$ cat src/rtl/mem_access_ctrl.sv
// Memory-stage access controller: sequences data-cache read/write handshakes,
// stalls the pipeline until each access completes, and implements LL/SC with snoop invalidation.
module mem_access_ctrl #(
  parameter int ADDR_W = 32,
  parameter int WORD_W = 32
) (
  input  logic              CLK,
  input  logic              RST,
  input  logic              memcuDRE,
  input  logic              memcuDWE,
  input  logic              memdatomic,
  input  logic [ADDR_W-1:0] memaddr,
  input  logic [WORD_W-1:0] memstore,
  input  logic              dhit,
  input  logic [WORD_W-1:0] dmemload,
  input  logic              ccinv,
  input  logic [ADDR_W-1:0] ccsnoopaddr,
  output logic              dmemREN,
  output logic              dmemWEN,
  output logic [ADDR_W-1:0] dmemaddr,
  output logic [WORD_W-1:0] dmemstore,
  output logic              memStall,
  output logic [WORD_W-1:0] memrdata
);

  typedef enum logic [1:0] {
    IDLE = 2'd0,
    REQ  = 2'd1,
    DONE = 2'd2
  } state_t;

  state_t            r_state;
  state_t            w_next;
  logic              r_linkvalid;
  logic [ADDR_W-1:0] r_linkaddr;
  logic              r_atomic;

  logic w_req;
  logic w_is_sc;
  logic w_snoop_hit;
  logic w_sc_addr_match;
  logic w_sc_fail;
  logic w_store_link_match;
  logic w_unused;

  assign w_req   = memcuDRE | memcuDWE;
  // Both enables set means a read, so an SC needs DWE alone.
  assign w_is_sc = memcuDWE & ~memcuDRE & memdatomic;

  assign w_snoop_hit        = ccinv & (ccsnoopaddr[ADDR_W-1:2] == r_linkaddr[ADDR_W-1:2]);
  assign w_sc_addr_match    = (memaddr[ADDR_W-1:2] == r_linkaddr[ADDR_W-1:2]);
  assign w_sc_fail          = w_is_sc & (~r_linkvalid | ~w_sc_addr_match | w_snoop_hit);
  assign w_store_link_match = (dmemaddr[ADDR_W-1:2] == r_linkaddr[ADDR_W-1:2]);

  assign w_unused = ^{ccsnoopaddr[1:0], memaddr[1:0], r_linkaddr[1:0]};

  always_ff @(posedge CLK) begin
    if (RST) begin
      r_state <= IDLE;
    end else begin
      r_state <= w_next;
    end
  end

  always_comb begin
    w_next   = r_state;
    memStall = 1'b0;
    case (r_state)
      IDLE: begin
        if (w_req) begin
          memStall = 1'b1;
          w_next   = w_sc_fail ? DONE : REQ;
        end
      end
      REQ: begin
        memStall = 1'b1;
        if (dhit) begin
          w_next = DONE;
        end
      end
      DONE: begin
        w_next = IDLE;
      end
      default: begin
        w_next = IDLE;
      end
    endcase
  end

  always_ff @(posedge CLK) begin
    if (RST) begin
      dmemREN     <= 1'b0;
      dmemWEN     <= 1'b0;
      dmemaddr    <= '0;
      dmemstore   <= '0;
      memrdata    <= '0;
      r_linkvalid <= 1'b0;
      r_linkaddr  <= '0;
      r_atomic    <= 1'b0;
    end else begin
      if (w_snoop_hit) begin
        r_linkvalid <= 1'b0;
      end
      case (r_state)
        IDLE: begin
          if (w_req) begin
            if (w_sc_fail) begin
              memrdata    <= '0;
              r_linkvalid <= 1'b0;
            end else begin
              dmemREN   <= memcuDRE;
              dmemWEN   <= memcuDWE & ~memcuDRE;
              dmemaddr  <= memaddr;
              dmemstore <= memstore;
              r_atomic  <= memdatomic;
            end
          end
        end
        REQ: begin
          if (dhit) begin
            dmemREN <= 1'b0;
            dmemWEN <= 1'b0;
            if (dmemREN) begin
              memrdata <= dmemload;
              // A completing LL overrides a same-cycle snoop clear.
              if (r_atomic) begin
                r_linkvalid <= 1'b1;
                r_linkaddr  <= dmemaddr;
              end
            end else if (r_atomic) begin
              memrdata    <= WORD_W'(1);
              r_linkvalid <= 1'b0;
            end else if (w_store_link_match) begin
              r_linkvalid <= 1'b0;
            end
          end
        end
        default: begin
        end
      endcase
    end
  end

endmodule
$ cat config.mk
export PLATFORM = sky130hd
export DESIGN_NAME = mem_access_ctrl
export DESIGN_NICKNAME = d
export VERILOG_FILES = /design/src/rtl/mem_access_ctrl.sv
export SDC_FILE = /design/constraint.sdc
export NUM_CORES = 1
export LEC_CHECK = 0
export CORE_ASPECT_RATIO = 1.1
export CORE_MARGIN = 2
export CORE_UTILIZATION = 49
export DETAILED_ROUTE_END_ITERATION = 7
export GPL_TIMING_DRIVEN = 0
export PLACE_DENSITY = 0.86
export SYNTH_ARGS = -nofsm -noshare
export SYNTH_HDL_FRONTEND = slang
export SYNTH_SLANG_ARGS = --single-unit
$ cat constraint.sdc
create_clock -name CLK -period 4.3 [get_ports CLK]
set_input_delay 0.645 -clock CLK [delete_from_list [all_inputs] [get_ports CLK]]
set_output_delay 0.645 -clock CLK [all_outputs]
set_load 0.02 [all_outputs]
# Yosys cells after proc, flatten, opt, wreduce, memory -nomap -nowiden
# Index checks and enable logic that the tools add are counted.
# totals
out_inout_bits	99
wordCells	64
register_bits	134
# classes
bitwise_logic	11
n_eq_ne	9
reduce_logical	7
n_mux	28
# ops
cell	n
32-bit two-way mux	5
30-bit equality test	3
32-bit case mux with 2 select lines	1
1-bit two-way mux	14
2-bit inequality test (second input constant)	4
1-bit case mux with 2 select lines	4
4-bit AND reduction	2
2-bit two-way mux	3
5-bit AND reduction	1
1-bit bitwise AND	4
1-bit NOT	4
2-bit case mux with 2 select lines	1
3-bit inequality test (second input constant)	1
1-bit OR	3
3-bit AND reduction	1
2-bit by 1-bit equality test with 1-bit output (second input constant)	1
2-bit zero test	1
2-bit AND reduction	1
2-bit nonzero test	1

# Logic depth before layout (Yosys ltp)
# Gate-level depths: netlist of the first run.
# depth
depth_word	8
mapped_depth	8
mapped_depth_nobuf	6

# Least setup slack after synthesis of the first run
# Ideal clock, no wire load.
# synth_path
path_kind	input-to-reg
from	in memaddr[5]
to	reg dmemaddr[0]
stages	8
path_slack_ns	2.030
arrival_ns	2.199
path_cell_list	xor2_1 -> nor4_2 -> nand4_1 -> a211o_1 -> a31oi_1 -> buf_6 -> buf_12 -> mux2i_1
# synth_between
elab_chain_cells	7
# synth_lines
item	line_no	text
start: declaration	12	input logic [ADDR_W-1:0] memaddr,
30-bit equality test	51	assign w_sc_addr_match = (memaddr[ADDR_W-1:2] == r_linkaddr[ADDR_W-1:2]);
1-bit NOT	52	assign w_sc_fail = w_is_sc & (~r_linkvalid | ~w_sc_addr_match | w_snoop_hit);
1-bit OR (2 in a row)	52	
1-bit bitwise AND	52	
1-bit NOT (no line)	--	
3-bit AND reduction (no line)	--	
end signal: assignment	113	dmemaddr <= memaddr;
end: declaration	20	output logic [ADDR_W-1:0] dmemaddr,
# No other way between the ends.
# A chain may end at the register's enable or synchronous reset.

# Worst setup path in the final report of the first run
# layout_path
from	in memaddr[14]
to	reg dmemaddr[31]
# The elaborated chain is that of the path after synthesis.

==> flow_summary.ini, run 1 <==
[synth]
syn-cell-area_sq_um = 6700
syn_area_per_cell_sq_um = 9.26
synth_flop_cell = dfxtp_1
synthAdderAreaFrac_pct = 0
ys_warn_count = 0
synth_edf_count = 0
synth_top_family_by_area = simple AND/OR/NAND/NOR gates
synth-xor-area-share_pct = 11.8
ys_seq_area_share_pct = 39.5
syn_inst = 723
synth-compound-area-share_pct = 4.30
ys_seq_elements = 132
syn_nets = 858
async_flop_share_pct = 0
synth.distinct_cells = 37
synthSimpleGateAreaFrac_pct = 25.5
synth.area.mux_share_pct = 14.3

[grt]
grt_pass1_wl_um = 30600
use_met2_pct = 43.4
grt_pass1_vias = 6054
grtUsageTotal_pct = 26.9
grt.overflow.total = 0
use_met3_pct = 8.55
antenna_found_initial = 0
top_usage_layer = met2
grt_max_degree = 17
met1_usage_pct = 33.3

[floorplan]
rows = 44
die_w_um = 115
dieArea_sq_um = 14600
coreArea_sq_um = 13300
pin_count = 234
die_y_um = 127
start_util_pct = 50.5

[layout]
nets = 1107
fin_util_pct = 74.0
drive_above_1_share_pct = 4.87
fillers = 1006
regArea_sq_um = 2640
n_antenna_cell = 0
multi_input_area_sq_um = 3740
stdcell_area_sq_um = 9820
areaGrowthSynthToFinish_pct = 46.7

[cts]
cts_hold_buffers = 0
root_buffer = clkbuf_16
cts_tree = yes
cts_resized = 0
cts_max_path_buffers = 2
clkSinkCount = 132
clk_pin_slew_worst_paths_ns = 0.06
postCtsSetupRepairBufs = 0
htreeDepth = 4
cts_buffers = 17
insertion_delay_ns = 0.42

[outcome]
outcome = finished clean

[sta]
finalSetupViolations = 0
max_clock_freq_mhz = 350
skew_ns = 0.0108
finalMaxSlewViolations = 0
rsz0062_at_grt = no
fin_tns_setup_ns = 0
relSlewSlack_pct = 56.7
tightest_slew_ns = 0.649
finalCriticalPeriod_ns = 2.86
min_period_over_period_pct = 66.5
hold_violations = 0

[routing]
drt_iter0_markers = 361
drc = 0
drt_pass1_iterations = 5
wire_per_inst_um = 16.7
num_vias = 5938
avgViaCountPerCell = 5.08
ant_nets = 0
wl_um = 19500

[power]
max-vdd-ir-drop_v = 0.000215
powerDensity_nw_per_um2 = 358
p_sw_share_pct = 26.6
p_clk_share_pct = 41.6
pwr-share-comb_pct = 20.1
sequentialPowerShare_pct = 38.3
cell_internal_pwr_w = 0.00258
leakage_nw = 3.74
switching_power_w = 0.000934

[placed_design]
placed_cell_area_sq_um = 9230
gp_congestion = 0.898
dp_hpwl_um = 14400
port_buffers = 230

[worst_setup_path]
cp.arrival_ns = 3.20
cp-end-kind = flip-flop
crit_fanout = 10
required_ns = 4.64
crit_type = primary input to flip-flop
start_kind = primary input

[hold_path]
min_path_type = flip-flop to flip-flop

[run]
maxCapViolCount = 0
metrics by stage:
stage                     hold WS (ns)  worst slack, ns  total power, W  std cells
after detailed placement         0.461             1.07         0.00207       1137
after global routing             0.491             1.29         0.00363       1169
after CTS                        0.475             1.50         0.00353       1169
after global placement           0.459             1.10         0.00207       1137
after floorplan                  0.460             2.03         0.00173        723
final                            0.471             1.44         0.00351       1169
area by class of cell:
| class | instances | area share [%] |
|---|---|---|
| plain buffers | 43 | 3.06 |
| well taps | 184 | 2.34 |
| inverters | 3 | 0.115 |
| clock buffers | 21 | 4.79 |
| flip-flops and latches | 132 | 26.9 |
| repair buffers | 230 | 23.4 |
| clock inverters | 11 | 1.27 |
| multi-input cells | 545 | 38.1 |
Yosys cell counts, types with 2 or more instances:
cell type	number	share of area [%]
a21oi_1	33	2.5
nand4_1	15	1.4
dfxtp_1	132	39
clkbuf_1	33	1.8
inv_1	3	0.17
nor3_1	2	0.15
a211oi_1	3	0.34
nor4_1	8	0.75
buf_12	6	1.8
xnor2_1	55	7.2
nor4_2	4	0.75
o21ai_0	4	0.30
xor2_1	35	4.6
o211ai_1	2	0.22
mux2i_1	96	14
nand3_1	5	0.37
nor2_1	5	0.28
nor2b_1	4	0.37
and2_1	2	0.19
buf_8	3	0.67
nand2b_1	162	15
nand2_1	95	5.3
and3_1	2	0.19
power by group through the flow:
stage	logic, W	clock network [W]	registers [W]
finish	0.000706	0.00146	0.00135
global route	0.000747	0.00152	0.00135
CTS	0.000707	0.00147	0.00135
detailed placement	0.000702	0	0.00137
global placement	0.000698	0	0.00137
floorplan	0.000299	0	0.00144
cells in the final DEF (no fill, tap or decap), types with 4 or more instances in the layout:
| cell type | netlist | layout |
|---|---|---|
| xor2_1 | 35 | 35 |
| nand3_1 | 5 | 5 |
| buf_12 | 6 | 6 |
| nand2_1 | 95 | 95 |
| nand2b_1 | 162 | 162 |
| o21ai_0 | 4 | 4 |
| clkbuf_16 | 0 | 17 |
| clkbuf_1 | 33 | 34 |
| nor4_1 | 8 | 8 |
| clkdlybuf4s50_1 | 0 | 230 |
| nor2_1 | 5 | 5 |
| xnor2_1 | 55 | 55 |
| nand4_1 | 15 | 15 |
| nor4_2 | 4 | 4 |
| dfxtp_1 | 132 | 132 |
| nor2b_1 | 4 | 4 |
| a21oi_1 | 33 | 33 |
| mux2i_1 | 96 | 96 |
sequential cells by signal, summed over array words and instances (netlist names):
signal and cells:
r_linkaddr 30, r_state 2, dmemWEN 1, r_linkvalid 1, dmemstore 32, dmemREN 1, r_atomic 1, memrdata 32
dmemaddr 32
worst max-delay path, stage by stage:
cell	delay [ns]
clkdlybuf4s50_1	0.45
xor2_1	0.18
nor4_1	0.51
nand4_1	0.23
a211o_1	0.32
a31oi_1	0.22
buf_6	0.26
buf_12	0.19
mux2i_1	0.20
per-layer routing:
metal | routed length (um) | vias up
li1 | - | 2882
met1 | 8010 | 2753
met2 | 9230 | 250
met3 | 1590 | 53
met4 | 668 | 0
met5 | 0 | -
cells by family after synthesis:
family,Yosys count
XOR/XNOR,90
buffers and inverters,46
multiplexers,96
flip-flops,132
AO/OA/AOI/OAI,50
AND/OR/NAND/NOR,309
path summary, 6_finish.rpt:
check	from	to	slack, ns	depth (start not counted)
worst max-delay path	memaddr[14]	dmemaddr[31]	1.44	9
worst max register to register	r_linkaddr[25]	dmemaddr[31]	1.73	8
worst min register to register	memrdata[17]	memrdata[17]	0.47	2
worst min-delay path	memrdata[17]	memrdata[17]	0.47	2
(Power assumes the default switching activity.)
==> inputs of run 2 (changes only) <==
--- a/config.mk
+++ b/config.mk
@@ -7,10 +7,10 @@
 export LEC_CHECK = 0
 export CORE_ASPECT_RATIO = 1.1
 export CORE_MARGIN = 2
-export CORE_UTILIZATION = 49
+export CORE_UTILIZATION = 41
 export DETAILED_ROUTE_END_ITERATION = 7
 export GPL_TIMING_DRIVEN = 0
-export PLACE_DENSITY = 0.86
+export PLACE_DENSITY = 0.77
 export SYNTH_ARGS = -nofsm -noshare
 export SYNTH_HDL_FRONTEND = slang
 export SYNTH_SLANG_ARGS = --single-unit
==> constraint.sdc (replaced) <==
create_clock -name CLK -period 2.4 [get_ports CLK]
set_input_delay 0.36 -clock CLK [delete_from_list [all_inputs] [get_ports CLK]]
set_output_delay 0.36 -clock CLK [all_outputs]
set_load 0.02 [all_outputs]
==> run 2 against run 1 <==
Sequential power is 79% higher. Power is 84% higher. Die area is 19% higher. Worst hold slack worse by 0.21 ns. Critical path type is now flip-flop to flip-flop. Highest routed layer unchanged.
==> flow_summary.ini, run 2 (synthesis gave the netlist of run 1 again) <==
[layout]
final_common_cell = clkdlybuf4s50_1
final_cell_mix = clkdlybuf4s50_1, nand2b_1, dfxtp_1, mux2i_1, nand2_1
fillers = 1390
fin_util_pct = 63.4
top_regs = dmemaddr x32, dmemstore x32, memrdata x32
nets = 1122
areaGrowthSynthToFinish_pct = 53.1
drive_above_1_share_pct = 8.40

[sta]
tightest_slew_ns = 0.721
skew_ns = 0.00779
min_period_over_period_pct = 97.7
max_clock_freq_mhz = 427
finalMaxSlewViolations = 0
relSlewSlack_pct = 52.0
hold_violations = 0
rsz0062_at_grt = yes
finalCriticalPeriod_ns = 2.34
worst_slack_ns = 0.0558
finalSetupViolations = 0

[grt]
antenna_found_initial = 1
grt_max_degree = 17
grt_pass1_vias = 5820
grt_pass1_wl_um = 31400
grt.overflow.total = 0
grtUsageTotal_pct = 22.9

[worst_setup_path]
cp_cell_sequence = xor2_1, nor4_2, nand4_1, a211o_1, a31oi_4, clkbuf_16, clkbuf_16, mux2i_1
cpMaxStageDelayCell = nor4_2
cp_common_cell = clkbuf_16
crit_family = compound AO/OA/AOI/OAI gates
required_ns = 2.75
crit_type = flip-flop to flip-flop
cp-end-kind = flip-flop
crit_fanout = 5
start_kind = flip-flop
cp.arrival_ns = 2.69
worst_path_largest_cell_delay_ns = 0.39
cp_num_buf_inv = 2

[placed_design]
gp_congestion = 0.890
port_buffers = 230
dp_hpwl_um = 14700
dpl_worst_slack_ns = -0.522

[floorplan]
die_w_um = 126
start_util_pct = 41.4
die_y_um = 138
coreArea_sq_um = 16200
pin_count = 234
rows = 49
dieArea_sq_um = 17400

[routing]
drt_iter0_markers = 350
ant_nets = 0
num_vias = 5933
drc = 0
avgViaCountPerCell = 4.92
wl_um = 20700
drt_pass1_iterations = 4
wire_per_inst_um = 17.2

[power]
max-vdd-ir-drop_v = 0.000510
leakage_nw = 4.03
powerDensity_nw_per_um2 = 632

[cts]
cts_hold_buffers = 0
clkSinkCount = 132
clk_pin_slew_worst_paths_ns = 0.06
insertion_delay_ns = 0.42
root_buffer = clkbuf_16
htreeDepth = 4
cts_tree = yes
cts_buffers = 17
cts_max_path_buffers = 2

[hold_path]
min_path_type = primary input to flip-flop

[run]
maxCapViolCount = 0

[outcome]
outcome = finished clean
[run 2: changes by cell type in the layout (fill, tap and decap cells not counted), sizes merged, moves of 2 or more]
cell           delta
dlymetal6s2s     +13
clkbuf            +6
clkdlybuf4s50    -13
clkinvlp          +2
buf               +7
[run 2: timing repair]
action / 4_1_cts / 5_1_grt
buffers inserted: 2 / 4
pin swaps: 3 / 11
resized for setup: 7 / 38
setup endpoints to repair: 90 / 87
cloned: 1 / 8
[run 2: layer usage]
metal / vias to the layer above / global-route usage, % / part of all wire, %
li1: 2919 / - / -
met1: 2745 / 29.4 / 43
met5: - / 0 / 0
met4: 0 / 8.73 / 2.6
met2: 231 / 36.0 / 47
met3: 38 / 7.20 / 8.0
[run 2: through the flow]
stage | setup TNS [ns] | instances | hold WS [ns] | cell area (sq um) | power [W]
finish | 0 | 1205 | 0.265 | 10300 | 0.00648
global route | -2.02 | 1204 | 0.258 | 10300 | 0.00670
CTS | 0 | 1192 | 0.477 | 9920 | 0.00640
detailed placement | -51.24 | 1157 | 0.464 | 9250 | 0.00372
global placement | -51.31 | 1157 | 0.458 | 9250 | 0.00372
floorplan | 0 | 723 | 0.460 | 6700 | 0.00311
[run 2: worst paths after layout]
path / start / end / slack (ns) / depth (start not counted)
worst max register to register: r_linkaddr[25] / dmemaddr[4] / 0.06 / 8
worst max-delay path: r_linkaddr[25] / dmemaddr[4] / 0.06 / 8
worst min register to register: dmemaddr[1] / dmemaddr[1] / 0.47 / 2
worst min-delay path: memaddr[26] / dmemaddr[26] / 0.26 / 3
[run 2: power breakdown]
| part | total (W) | internal, W | leakage (nW) | switching (W) |
|---|---|---|---|---|
| Sequential | 0.00241 | 0.00231 | 1.08 | 0.000106 |
| Clock | 0.00266 | 0.00166 | 0.285 | 0.00100 |
| Combinational | 0.00141 | 0.000795 | 2.66 | 0.000612 |
| Total | 0.00648 | 0.00476 | 4.03 | 0.00172 |
[run 2: area by class of cell]
class	instances	area [sq um]	area share, %
Multi-Input combinational cell	545	3800	37.1
Clock inverter	13	158	1.54
Antenna cell	1	2.50	0.0244
Timing Repair Buffer	245	2610	25.4
Buffer	43	310	3.03
Clock buffer	19	443	4.32
Inverter	3	11.3	0.110
Sequential cell	132	2660	26.0
Tap cell	204	255	2.49
[run 2: worst min-delay path, delay by kind of cell]
kind | cells | cell delay (ns)
buffers and inverters | 1 | 0.14
AND/OR/NAND/NOR | 1 | 0.07
multiplexers | 1 | 0.06
